<file path="config.mk">
export PLATFORM = sky130hd
export DESIGN_NAME = hub75_rx
export DESIGN_NICKNAME = d
export VERILOG_FILES = /design/src/rtl/hub75_rx.sv
export SDC_FILE = /design/constraint.sdc
export NUM_CORES = 1
export LEC_CHECK = 0
export BUFFER_PORTS_ARGS = -buffer_cell sky130_fd_sc_hd__buf_2
export CAP_MARGIN = 25
export CORE_MARGIN = 2
export CORE_UTILIZATION = 35
export DETAILED_ROUTE_END_ITERATION = 10
export GPL_TIMING_DRIVEN = 0
export MAX_ROUTING_LAYER = met4
export PLACE_DENSITY = 0.49
export SLEW_MARGIN = 40
export SYNTH_ARGS = -nofsm -noshare
export SYNTH_HDL_FRONTEND = slang
export SYNTH_SLANG_ARGS = --single-unit
</file>
<file path="constraint.sdc">
create_clock -name CLK -period 4.35 [get_ports CLK]
set_input_delay 0.87 -clock CLK [delete_from_list [all_inputs] [get_ports CLK]]
set_output_delay 0.87 -clock CLK [all_outputs]
set_load 0.05 [all_outputs]
</file>
<file path="src/rtl/hub75_rx.sv">
// hub75_rx: HUB75 panel-side receiver / panel emulator.
// Samples RGB0/RGB1/ADDR/SCLK/LATCH/BLANK through a synchroniser, rebuilds
// each shifted line in a ping-pong line buffer and streams committed lines
// out as pixel beats on a valid/ready interface.
//
// Ports:
//   CLK, resetn          system clock (>= 4x SCLK), async active-low reset
//   RGB0, RGB1           upper/lower pixel bits {B,G,R}
//   ADDR                 row address
//   SCLK, LATCH, BLANK   HUB75 shift clock, line commit, output enable
//   clear_err            synchronous clear of the sticky flags
//   px_valid/px_ready    pixel beat handshake
//   px_rgb0, px_rgb1     pixel data of the current beat
//   px_row, px_col       row and column of the current beat
//   px_last              final column of the line
//   blank_sync           synchronised BLANK
//   err_short, err_long, drop_line   sticky error flags
//   frame_count          (HUB75_RX_STATS_EN only) wrapped row-0 counter
//
// Optional feature: define HUB75_RX_STATS_EN to add frame_count.
module hub75_rx #(
    parameter int          WIDTH       = 64,
    parameter int          ADDR_W      = 5,
    parameter int unsigned SYNC_STAGES = 2
) (
    input  logic                     CLK,
    input  logic                     resetn,
    input  logic [2:0]               RGB0,
    input  logic [2:0]               RGB1,
    input  logic [ADDR_W-1:0]        ADDR,
    input  logic                     SCLK,
    input  logic                     LATCH,
    input  logic                     BLANK,
    input  logic                     clear_err,
    output logic                     px_valid,
    input  logic                     px_ready,
    output logic [2:0]               px_rgb0,
    output logic [2:0]               px_rgb1,
    output logic [ADDR_W-1:0]        px_row,
    output logic [$clog2(WIDTH)-1:0] px_col,
    output logic                     px_last,
    output logic                     blank_sync,
    output logic                     err_short,
    output logic                     err_long,
    output logic                     drop_line
`ifdef HUB75_RX_STATS_EN
    ,
    output logic [15:0]              frame_count
`endif
);

    localparam int              CW       = $clog2(WIDTH);
    localparam int              SW       = ADDR_W + 9;
    localparam logic [CW:0]     COL_FULL = (CW+1)'(WIDTH);
    localparam logic [CW-1:0]   COL_LAST = CW'(WIDTH - 1);
    localparam logic [0:0]      ST_IDLE   = 1'b0;
    localparam logic [0:0]      ST_STREAM = 1'b1;

    // Synchroniser
    logic [SW-1:0] sync_q [SYNC_STAGES];
    logic [SW-1:0] sync_s;

    always_ff @(posedge CLK or negedge resetn) begin
        if (!resetn) begin
            for (int unsigned i = 0; i < SYNC_STAGES; i++) sync_q[i] <= '0;
        end else begin
            sync_q[0] <= {BLANK, LATCH, SCLK, ADDR, RGB1, RGB0};
            for (int unsigned i = 1; i < SYNC_STAGES; i++) sync_q[i] <= sync_q[i-1];
        end
    end

    assign sync_s     = sync_q[SYNC_STAGES-1];
    assign blank_sync = sync_s[ADDR_W+8];

    // Edge detection, registered together with the data it qualifies so the
    // capture/commit stage sees pulse, pixel and address aligned.
    logic              sclk_h, latch_h, sclk_rise_q, latch_rise_q;
    logic [5:0]        rgb_q;
    logic [ADDR_W-1:0] addr_q;

    always_ff @(posedge CLK or negedge resetn) begin
        if (!resetn) begin
            sclk_h       <= 1'b0;
            latch_h      <= 1'b0;
            sclk_rise_q  <= 1'b0;
            latch_rise_q <= 1'b0;
            rgb_q        <= '0;
            addr_q       <= '0;
        end else begin
            sclk_h       <= sync_s[ADDR_W+6];
            latch_h      <= sync_s[ADDR_W+7];
            sclk_rise_q  <= sync_s[ADDR_W+6] & ~sclk_h;
            latch_rise_q <= sync_s[ADDR_W+7] & ~latch_h;
            rgb_q        <= sync_s[5:0];
            addr_q       <= sync_s[ADDR_W+5:6];
        end
    end

    // Capture / commit state
    logic [CW:0]       col_cnt;
    logic              line_bad;   // a column arrived while the fill buffer was still held
    logic [1:0]        full;
    logic              fill_sel, drain_sel;
    logic [ADDR_W-1:0] row_buf [2];
    logic [0:0]        state;
    logic [CW-1:0]     rd_col;
    logic [5:0]        mem [2**(CW+1)];

    logic        cap, overrun, wr_en, bad_next, line_end;
    logic        commit, drop, short_ev, fire;
    logic [CW:0] col_next;

    // Capture is applied before the commit decision, so a same-cycle
    // SCLK/LATCH pair commits with the updated column count.
    always_comb begin
        cap      = sclk_rise_q && (col_cnt < COL_FULL);
        overrun  = sclk_rise_q && !(col_cnt < COL_FULL);
        wr_en    = cap && !full[fill_sel];
        col_next = cap ? col_cnt + 1'b1 : col_cnt;
        bad_next = line_bad | (cap & full[fill_sel]);
        line_end = latch_rise_q && (col_next != '0);
        short_ev = line_end && (col_next < COL_FULL);
        drop     = line_end && (col_next == COL_FULL) && (bad_next || full[fill_sel]);
        commit   = line_end && (col_next == COL_FULL) && !(bad_next || full[fill_sel]);
        fire     = (state == ST_STREAM) && px_ready;
    end

    always_ff @(posedge CLK) begin
        if (wr_en) mem[{fill_sel, col_cnt[CW-1:0]}] <= rgb_q;
    end

    always_ff @(posedge CLK or negedge resetn) begin
        if (!resetn) begin
            col_cnt    <= '0;
            line_bad   <= 1'b0;
            full       <= '0;
            fill_sel   <= 1'b0;
            drain_sel  <= 1'b0;
            row_buf[0] <= '0;
            row_buf[1] <= '0;
            state      <= ST_IDLE;
            rd_col     <= '0;
            err_short  <= 1'b0;
            err_long   <= 1'b0;
            drop_line  <= 1'b0;
        end else begin
            col_cnt  <= line_end ? '0 : col_next;
            line_bad <= line_end ? 1'b0 : bad_next;

            if (commit) begin
                full[fill_sel]    <= 1'b1;
                row_buf[fill_sel] <= addr_q;
                fill_sel          <= ~fill_sel;
            end

            case (state)
                ST_IDLE: begin
                    if (full[drain_sel]) state <= ST_STREAM;
                end
                default: begin
                    if (fire) begin
                        if (rd_col == COL_LAST) begin
                            full[drain_sel] <= 1'b0;
                            drain_sel       <= ~drain_sel;
                            rd_col          <= '0;
                            if (!full[~drain_sel]) state <= ST_IDLE;
                        end else begin
                            rd_col <= rd_col + 1'b1;
                        end
                    end
                end
            endcase

            err_short <= short_ev | (err_short & ~clear_err);
            err_long  <= overrun  | (err_long  & ~clear_err);
            drop_line <= drop     | (drop_line & ~clear_err);
        end
    end

    // Pixel output
    logic [5:0] rd_word;

    always_comb begin
        rd_word  = mem[{drain_sel, rd_col}];
        px_valid = (state == ST_STREAM);
        px_rgb0  = px_valid ? rd_word[2:0] : '0;
        px_rgb1  = px_valid ? rd_word[5:3] : '0;
        px_row   = px_valid ? row_buf[drain_sel] : '0;
        px_col   = rd_col;
        px_last  = px_valid && (rd_col == COL_LAST);
    end

`ifdef HUB75_RX_STATS_EN
    logic [ADDR_W-1:0] prev_row;

    always_ff @(posedge CLK or negedge resetn) begin
        if (!resetn) begin
            frame_count <= '0;
            prev_row    <= '0;
        end else if (commit) begin
            if ((addr_q == '0) && (prev_row == '1)) frame_count <= frame_count + 16'd1;
            prev_row <= addr_q;
        end
    end
`endif

endmodule
</file>
After elaboration in Yosys (flattened, before gate mapping)
Memory sizes are Yosys's and may differ from the RTL's.
Index checks and enable logic that the tools add are counted.
W data, S select, Z words.
- bits in registers: 75
- memory bits (writable): 768
- input bits: 18
- output and inout port bits: 23
- word-level logic and storage cells: 109
- memories: 1
- memory list (name ; words ; width ; rd ports ; clocked after memory_dff ; write ports ; RTL line ; RTL):
    mem ; 128 ; 6 ; 1 ; 0 ; 1 ; 107 ; logic [5:0] mem [2**(CW+1)];
- $add $sub $neg: 2
- $lt $le $gt $ge: 10
- equal/unequal tests: 2
- multiplexer cells: 34
- bitwise gates (word level): 20
- reductions and logical operators: 20
- operator list (kind ; number):
    $mux W5 ; 5
    $mux W1 ; 16
    $lt A7 B7 Y1 const B ; 2
    $mux W7 ; 2
    $logic_and A1 B1 Y1 ; 13
    $bwmux W10 ; 1
    $mux W2 ; 4
    $add A7 B1 Y7 const B ; 1
    $eq A7 B7 Y1 const B ; 1
    $reduce_bool A7 Y1 ; 1
    $add A6 B1 Y6 const B ; 1
    $and A1 B1 Y1 ; 6
    $eq A6 B6 Y1 const B ; 1
    $lt A1 B2 Y1 const B ; 3
    $mux W3 ; 2
    $mux W6 ; 1
    $demux W5 S1 ; 1
    $not A1 Y1 ; 5
    $ge A2 B2 Y1 const B ; 2
    $not A1 Y2 ; 2
    $or A1 B1 Y1 ; 4
    $logic_not A1 Y1 ; 3
    $reduce_and A3 Y1 ; 1
    $and A2 B2 Y2 ; 1
    7 further kinds ; 9

Logic depth before layout (Yosys ltp)
Gate-level depths: netlist of the first run.
- depth after elaboration: 12
- gate-level depth with buffers: 10
- depth with buffers taken out: 6

Worst setup path before layout of the first run
OpenSTA, ideal clock, no wires.
- path type: reg2out
- start: reg rd_col[0], in the netlist px_col[0]
- end: out px_rgb1[0]
- data arrival time: 3058 ps
- required time: 3480 ps
- setup slack: 422 ps
- stages on the path, launching flop included: 11
- buffers on the path: 5
- cell sequence: dfrtp_1 -> buf_4 -> buf_6 -> buf_4 -> buf_4 -> buf_4 -> nand3b_1 -> o22a_1 -> o2111ai_1 -> a32oi_1 -> o22ai_1
- word-level cells in the longest chain between the ends: 2
- ends and longest elaborated chain (element ; RTL line ; RTL):
    from (decl) ; 106 ; logic [CW-1:0] rd_col;
    from (signal assigned) ; 168 ; rd_col <= rd_col + 1'b1;
    $mem_v2 Z128 W6 ; - ;
    $mux W3 ; 187 ; px_rgb1 = px_valid ? rd_word[5:3] : '0;
    to (decl) ; 38 ; output logic [2:0] px_rgb1,
No other way between the ends.

Final worst setup path of the first run
- start: reg rd_col[0], in the netlist px_col[0]
- end: out px_rgb0[1]
- word-level cells in the longest chain between the ends: 2
- ends and longest elaborated chain (element ; RTL line ; RTL):
    $mem_v2 Z128 W6 ; - ;
    $mux W3 ; 186 ; px_rgb0 = px_valid ? rd_word[2:0] : '0;
    to (decl) ; 37 ; output logic [2:0] px_rgb0,
No other way between the ends.

==> flow_metrics.env, run 1 <==
export IMPL_mostFrequentLayoutCell="edfxtp_1"
export IMPL_grtUsageMet1_pct=27.9
export IMPL_first_pass_iters=5
export IMPL_syn_avg_cell_area_um2=19.8
export IMPL_synth_edff_count=768
export IMPL_cts_sinks=843
export IMPL_finalHoldViolCount=0
export IMPL_layout_drive_gt1_share_pct=30.9
export IMPL_rsz0062_at_grt="true"
export IMPL_ctsRootBufferMaster="clkbuf_16"
export IMPL_grtUsageMet2_pct=30.9
export IMPL_cpMostUsedCell="buf_12"
export IMPL_final_util_pct=42.1
export IMPL_cts_inserted_buffers=90
export IMPL_cp_data_arrival_time_ns=3.48
export IMPL_synth_seq_cells=843
export IMPL_wl_mm=96.2
export IMPL_syn_inst=1666
export IMPL_coreArea_um2=93300
export IMPL_worstPathMaxFanout=10
export IMPL_drc_errors=0
export IMPL_slew_headroom_pct=39.7
export IMPL_power_density_nw_per_um2=658
export IMPL_yosysTopAreaCell="edfxtp_1"
export IMPL_ir_drop_uv=352
export IMPL_via_per_inst=5.49
export IMPL_p_int_w=0.0173
export IMPL_start_kind="flop"
export IMPL_dr_total_vias=17401
export IMPL_rows=112
export IMPL_critPathMaxStageDelay_ns=0.49
export IMPL_synth_fp_nets=1686
export IMPL_die_h_um=311
export IMPL_start_util_pct=35.3
export IMPL_area_growth_pct=19.3
export IMPL_period_minus_slack_ns=4.35
export IMPL_clockBufferDepth=3
export IMPL_drv_cap=0
export IMPL_hpwl_mm=64.8
export IMPL_cts_hold_buffers_added=0
export IMPL_clkLatencyLatePin_ns=0.66
export IMPL_tightest_slew_ns=0.904
export IMPL_io_pin_count=41
export IMPL_crit_buf_inv=5
export IMPL_finalSetupViolCount=0
export IMPL_design_area_um2=39300
export IMPL_detail_route_antenna_nets=0
export IMPL_wl_per_cell_um=30.3
export IMPL_clkPwrFrac_pct=29.7
export IMPL_cp_required_ns=3.48
export IMPL_hold_class="input port to asynchronous set/reset pin"
export IMPL_clkTransAtPathRegs_ns=0.06
export IMPL_synth_area_top_cells="edfxtp_1 70%, mux4_2 11%, dfrtp_1 5.7%, mux2i_1 2.3%, mux2_2 1.8%"
export IMPL_first_iter_violations=1891
export IMPL_outcome="completed"
export IMPL_yosys_warnings=0
export IMPL_mostFrequentLayoutCells="768 x edfxtp_1, 164 x mux4_2, 137 x nor2_1"
export IMPL_synth_top_area_share_pct=70.0
export IMPL_end_kind="output pin"
export IMPL_post_dp_cell_area_um2=35100
export IMPL_grt_overflow=0
export IMPL_p_seq_share_pct=35.1
export IMPL_antenna_found_initial=4
export IMPL_min_period_over_period_pct=99.9
export IMPL_grt_busiest_layer="met2"
export IMPL_final_nets=1861
export IMPL_slew_viol_final=0
export IMPL_switchingPower_w=0.00860
export IMPL_port_buffers=40
export IMPL_fill_cells=8279
export IMPL_crit_slowest_cell="o211ai_1"
export IMPL_place_gp_congestion=0.974
export IMPL_p_sw_share_pct=33.2
export IMPL_use_met3_pct=3.90
export IMPL_tritoncts="built"
export IMPL_path_cells="buf_12 -> buf_12 -> buf_16 -> buf_12 -> nor2_4 -> a221o_1 -> o211ai_1 -> a32oi_1 -> o22ai_2 -> buf_6"
export IMPL_grt_pass1_wl_mm=134
export IMPL_yosys_cell_types_count=60
export IMPL_grt_pass1_vias=17644
export IMPL_max_freq_mhz=230
export IMPL_synth_area_um2=33000
export IMPL_criticalPathCategory="flop to output pin"
export IMPL_combPwrFrac_pct=35.2
export IMPL_die_x_um=311
export IMPL_power_leakage_nw=12.7
export IMPL_async_reset_ff_share_pct=8.90
export IMPL_htreeDepth=3
export IMPL_finalClockSkew_ns=0.0192
export IMPL_groute_usage_overall_pct=20.3
export IMPL_grt_max_degree=56
export IMPL_synth_ff_type="edfxtp_1"
export IMPL_critPathTopFamily="compound AO/OA/AOI/OAI gates"
export IMPL_ys_seq_area_share_pct=75.7
export IMPL_die_area_um2=96600
==> flip-flops by register name (all words and copies together) (netlist names), 2 cells and up <==
name / count
addr_q: 5
full: 2
row_buf: 10
col_cnt: 7
mem: 768
rgb_q: 6
sync_q: 14
sync_s: 14
px_col: 6
==> power groups by stage <==
stage / Sequential (W) / Combinational (W) / Clock, W
2_1_floorplan: 0.00932 / 0.00436 / 0
3_3_place_gp: 0.00934 / 0.00731 / 0
3_5_place_dp: 0.00924 / 0.00743 / 0
4_1_cts: 0.00908 / 0.00843 / 0.00782
5_1_grt: 0.00909 / 0.00938 / 0.00811
6_report: 0.00909 / 0.00912 / 0.00768
==> path summary, 6_finish.rpt <==
path                               endpoint  cells after the start  slack (ns)  startpoint
max in group asynchronous          rgb_q[5]                      2        3.71      resetn
worst max register to register  mem[104][3]                      6        0.09    fill_sel
min in group CLK                 sync_q[14]                      1        0.32     RGB0[0]
worst max-delay path             px_rgb0[1]                     10       0.004   px_col[0]
worst min register to register    sync_s[7]                      0        0.34  sync_q[21]
worst min-delay path                 sclk_h                      1        0.10      resetn
==> cells by family after synthesis <==
| kind of cell | synth area share, % |
|---|---|
| buf+inv | 1.45 |
| compound gates | 3.20 |
| flops | 75.7 |
| fa+ha+maj | 0.0759 |
| simple gates | 3.99 |
| mux | 15.3 |
| xor+xnor | 0.292 |
==> layout make-up <==
class	count	area, um^2	share of cell area (%)
buffer	97	965	2.45
inverter	5	18.8	0.0477
timing repair buffer	85	892	2.27
clock buffer	120	2500	6.35
tap	1254	1570	3.99
clock inverter	46	457	1.16
multi-input combinational	719	7960	20.2
antenna	1	2.50	0.00636
sequential	843	25000	63.5
==> synth_stat cells (18+ instances only) <==
library cell and number:
nor2_1 144, mux2i_1 77, nor2b_1 28, mux2_2 52, edfxtp_1 768, nand3_1 28, nand2_1 52, dfrtp_1 75
a221oi_1 18, buf_2 25, clkbuf_1 46, mux4_2 164
==> metal layers <==
metal  wire length (um)  share of wire (%)
met2              44500                 46
met5                  0                  0
met3               6670                6.9
met1              41800                 43
met4               3160                3.3
==> stage by stage <==
step                hold WS, ns  power [W]  TNS [ns]  worst slack, ns  instances
floorplan                 0.331     0.0137         0            0.422       1666
global placement          0.331     0.0167     -3.81           -0.787       2960
detailed placement        0.335     0.0167     -2.22           -0.454       2973
CTS                      0.0758     0.0253   -0.0154          -0.0121       3143
global route             0.0878     0.0266    -0.265          -0.0190       3170
finish                    0.102     0.0259         0          0.00415       3170
==> timing repair <==
action	in CTS	in global routing
endpoints found under the setup margin	7	36
pin swaps	17	16
setup buffers	5	22
gates resized for setup	182	62
cloned	1	4
No activity file was read; power rests on OpenSTA's default activity.
==> run 2: changes to the inputs <==
Settings changed: CORE_UTILIZATION 35 to 67, PLACE_DENSITY 0.49 to 0.84, SETUP_SLACK_MARGIN set to 0.15.
==> run 2 against run 1 <==
Effect of this change: the run now ends with negative setup slack left; critical endpoint is now px_rgb1[0]; utilization increased by 36 points; cell count decreased by 19%; register-to-register slack improved by 0.06 ns; critical path depth decreased by 3; design area decreased by 2.6%; non-clock buffer count increased by 22; wire length increased by 0.39%; die area decreased by 47%; maximum frequency decreased by 2.1%; clock power decreased by 8.1%; global-route usage increased by 18 points; via count increased by 10%.
==> flow_metrics.env, run 2 (synthesized netlist as in run 1, its figures left out) <==
export IMPL_outcome="complete, but fails checks"
export IMPL_violations="negative setup slack"
export IMPL_ir_drop_uv=457
export IMPL_detail_route_antenna_nets=0
export IMPL_dr_total_vias=19174
export IMPL_port_buffers=40
export IMPL_coreArea_um2=48700
export IMPL_cts_inserted_buffers=79
export IMPL_power_leakage_nw=12.6
export IMPL_rsz0062_at_grt="true"
export IMPL_cp_required_ns=3.48
export IMPL_worst_slack_ns=-0.0869
export IMPL_wl_mm=96.6
export IMPL_crit_slowest_cell="o211ai_1"
export IMPL_antenna_found_initial=4
export IMPL_multiInputGateArea_um2=7970
export IMPL_mostFrequentLayoutCells="768 x edfxtp_1, 164 x mux4_2, 141 x nor2_1"
export IMPL_cts_sinks=843
export IMPL_critPathMaxStageDelay_ns=0.59
export IMPL_first_iter_violations=3290
export IMPL_slew_headroom_pct=42.6
export IMPL_hold_slack_ns=0.131
export IMPL_io_pin_count=41
export IMPL_grt_max_degree=69
export IMPL_final_nets=1872
export IMPL_clockBufferDepth=3
export IMPL_slew_viol_final=0
export IMPL_place_gp_congestion=0.994
export IMPL_drv_cap=0
export IMPL_max_freq_mhz=225
export IMPL_totalPowerFinal_w=0.0254
export IMPL_hpwl_mm=56.3
export IMPL_clkLatencyLatePin_ns=0.65
export IMPL_area_growth_pct=16.2
export IMPL_wl_per_cell_um=37.4
export IMPL_die_h_um=226
export IMPL_layout_drive_gt1_share_pct=30.8
export IMPL_tightest_slew_ns=0.859
export IMPL_finalSetupViolCount=2
export IMPL_grt_pass1_vias=18679
export IMPL_path_cells="buf_2 -> clkbuf_2 -> a221o_1 -> o211ai_1 -> a32oi_1 -> o22ai_2 -> buf_6"
export IMPL_grt_pass1_wl_mm=131
export IMPL_start_util_pct=67.6
export IMPL_cp_data_arrival_time_ns=3.57
export IMPL_die_area_um2=51000
export IMPL_drc_errors=0
export IMPL_worstPathMaxFanout=10
export IMPL_grt_overflow=0
export IMPL_criticalPathCategory="flop to output pin"
export IMPL_fill_cells=2232
export IMPL_finalClockSkew_ns=0.0177
export IMPL_mostFrequentLayoutCell="edfxtp_1"
export IMPL_period_minus_slack_ns=4.44
export IMPL_via_per_inst=7.42
export IMPL_die_x_um=226
export IMPL_clkTransAtPathRegs_ns=0.06
export IMPL_largest_reg_flops=768
export IMPL_hold_class="input port to asynchronous set/reset pin"
export IMPL_power_density_nw_per_um2=663
export IMPL_groute_usage_overall_pct=38.6
export IMPL_end_kind="output pin"
export IMPL_min_period_over_period_pct=102
export IMPL_ctsRootBufferMaster="clkbuf_16"
export IMPL_htreeDepth=3
export IMPL_rows=81
export IMPL_finalHoldViolCount=0
export IMPL_tritoncts="built"
export IMPL_start_kind="flop"
export IMPL_register_area_um2=25000
export IMPL_first_pass_iters=8
-- run 2: cell types whose count changed in the layout (fill, tap and decap cells not counted), moves of 7 or more --
cell / previous run / this run
a221oi_1: 10 / 1
buf_4: 33 / 55
clkbuf_1: 36 / 25
clkbuf_16: 97 / 82
clkbuf_2: 20 / 27
clkbuf_8: 13 / 3
clkinv_1: 16 / 25
clkinv_2: 14 / 6
mux2i_1: 57 / 70
mux2i_2: 9 / 0
-- run 2: final cells by class --
cell class / instances / area share, %
clock inverter: 50 / 1.30
timing repair buffer: 105 / 2.69
sequential: 843 / 65.2
clock buffer: 93 / 5.41
multi-input combinational: 719 / 20.8
antenna: 5 / 0.0327
tap: 664 / 2.17
inverter: 5 / 0.0490
buffer: 99 / 2.38
-- run 2: critical path: cells and delay by family (launching register included) --
family | cells | cell delay (ns)
buffers and inverters | 3 | 0.91
DFF | 1 | 0.57
AOI/OAI and AO/OA | 4 | 1.43
-- run 2: what timing repair did --
item	4_1_cts	5_1_grt
buffers inserted	9	42
cloned	0	1
endpoints found under the setup margin	6	11
gates resized for setup	185	51
pin swaps	7	25
hold buffers	0	0
-- run 2: metal layers --
layer | part of all wire [%] | vias up | wire [um] | track usage [%]
li1 | - | 7171 | - | -
met1 | 32 | 9585 | 31200 | 49.3
met2 | 47 | 1992 | 45300 | 57.0
met3 | 14 | 426 | 14000 | 11.6
met4 | 6.2 | 0 | 6040 | 20.3
met5 | 0 | - | 0 | -
-- run 2: power breakdown --
part | total [W] | internal [W] | switching, W
sequential | 0.00909 | 0.00893 | 0.000159
combinational | 0.00924 | 0.00389 | 0.00534
clock | 0.00706 | 0.00400 | 0.00305
total | 0.0254 | 0.0168 | 0.00856
-- run 2: through the flow --
stage	area [um^2]	instances	utilization (%)	setup TNS, ns	setup slack, ns
final	38300	2583	78.6	-0.123	-0.0869
after global routing	38300	2581	78.6	-0.0885	-0.0632
after CTS	37700	2535	77.3	0	0.151
after detailed placement	34300	2383	70.3	-1.93	-0.410
after global placement	34000	2370	69.7	-1.73	-0.423
after floorplan	33000	1666	-	0	0.422
-- run 2: path summary, 6_finish.rpt --
kind                       startpoint         end  slack [ns]  cells past startpoint
min reg2reg                sync_q[19]   sync_s[5]        0.35                      0
max in group asynchronous      resetn    rgb_q[0]        3.67                      2
max                         px_col[3]  px_rgb1[0]       -0.09                      7
min in group CLK              ADDR[3]  sync_q[23]        0.34                      1
max reg2reg                  fill_sel  mem[97][0]        0.15                      6
min                            resetn  sync_q[23]        0.13                      1
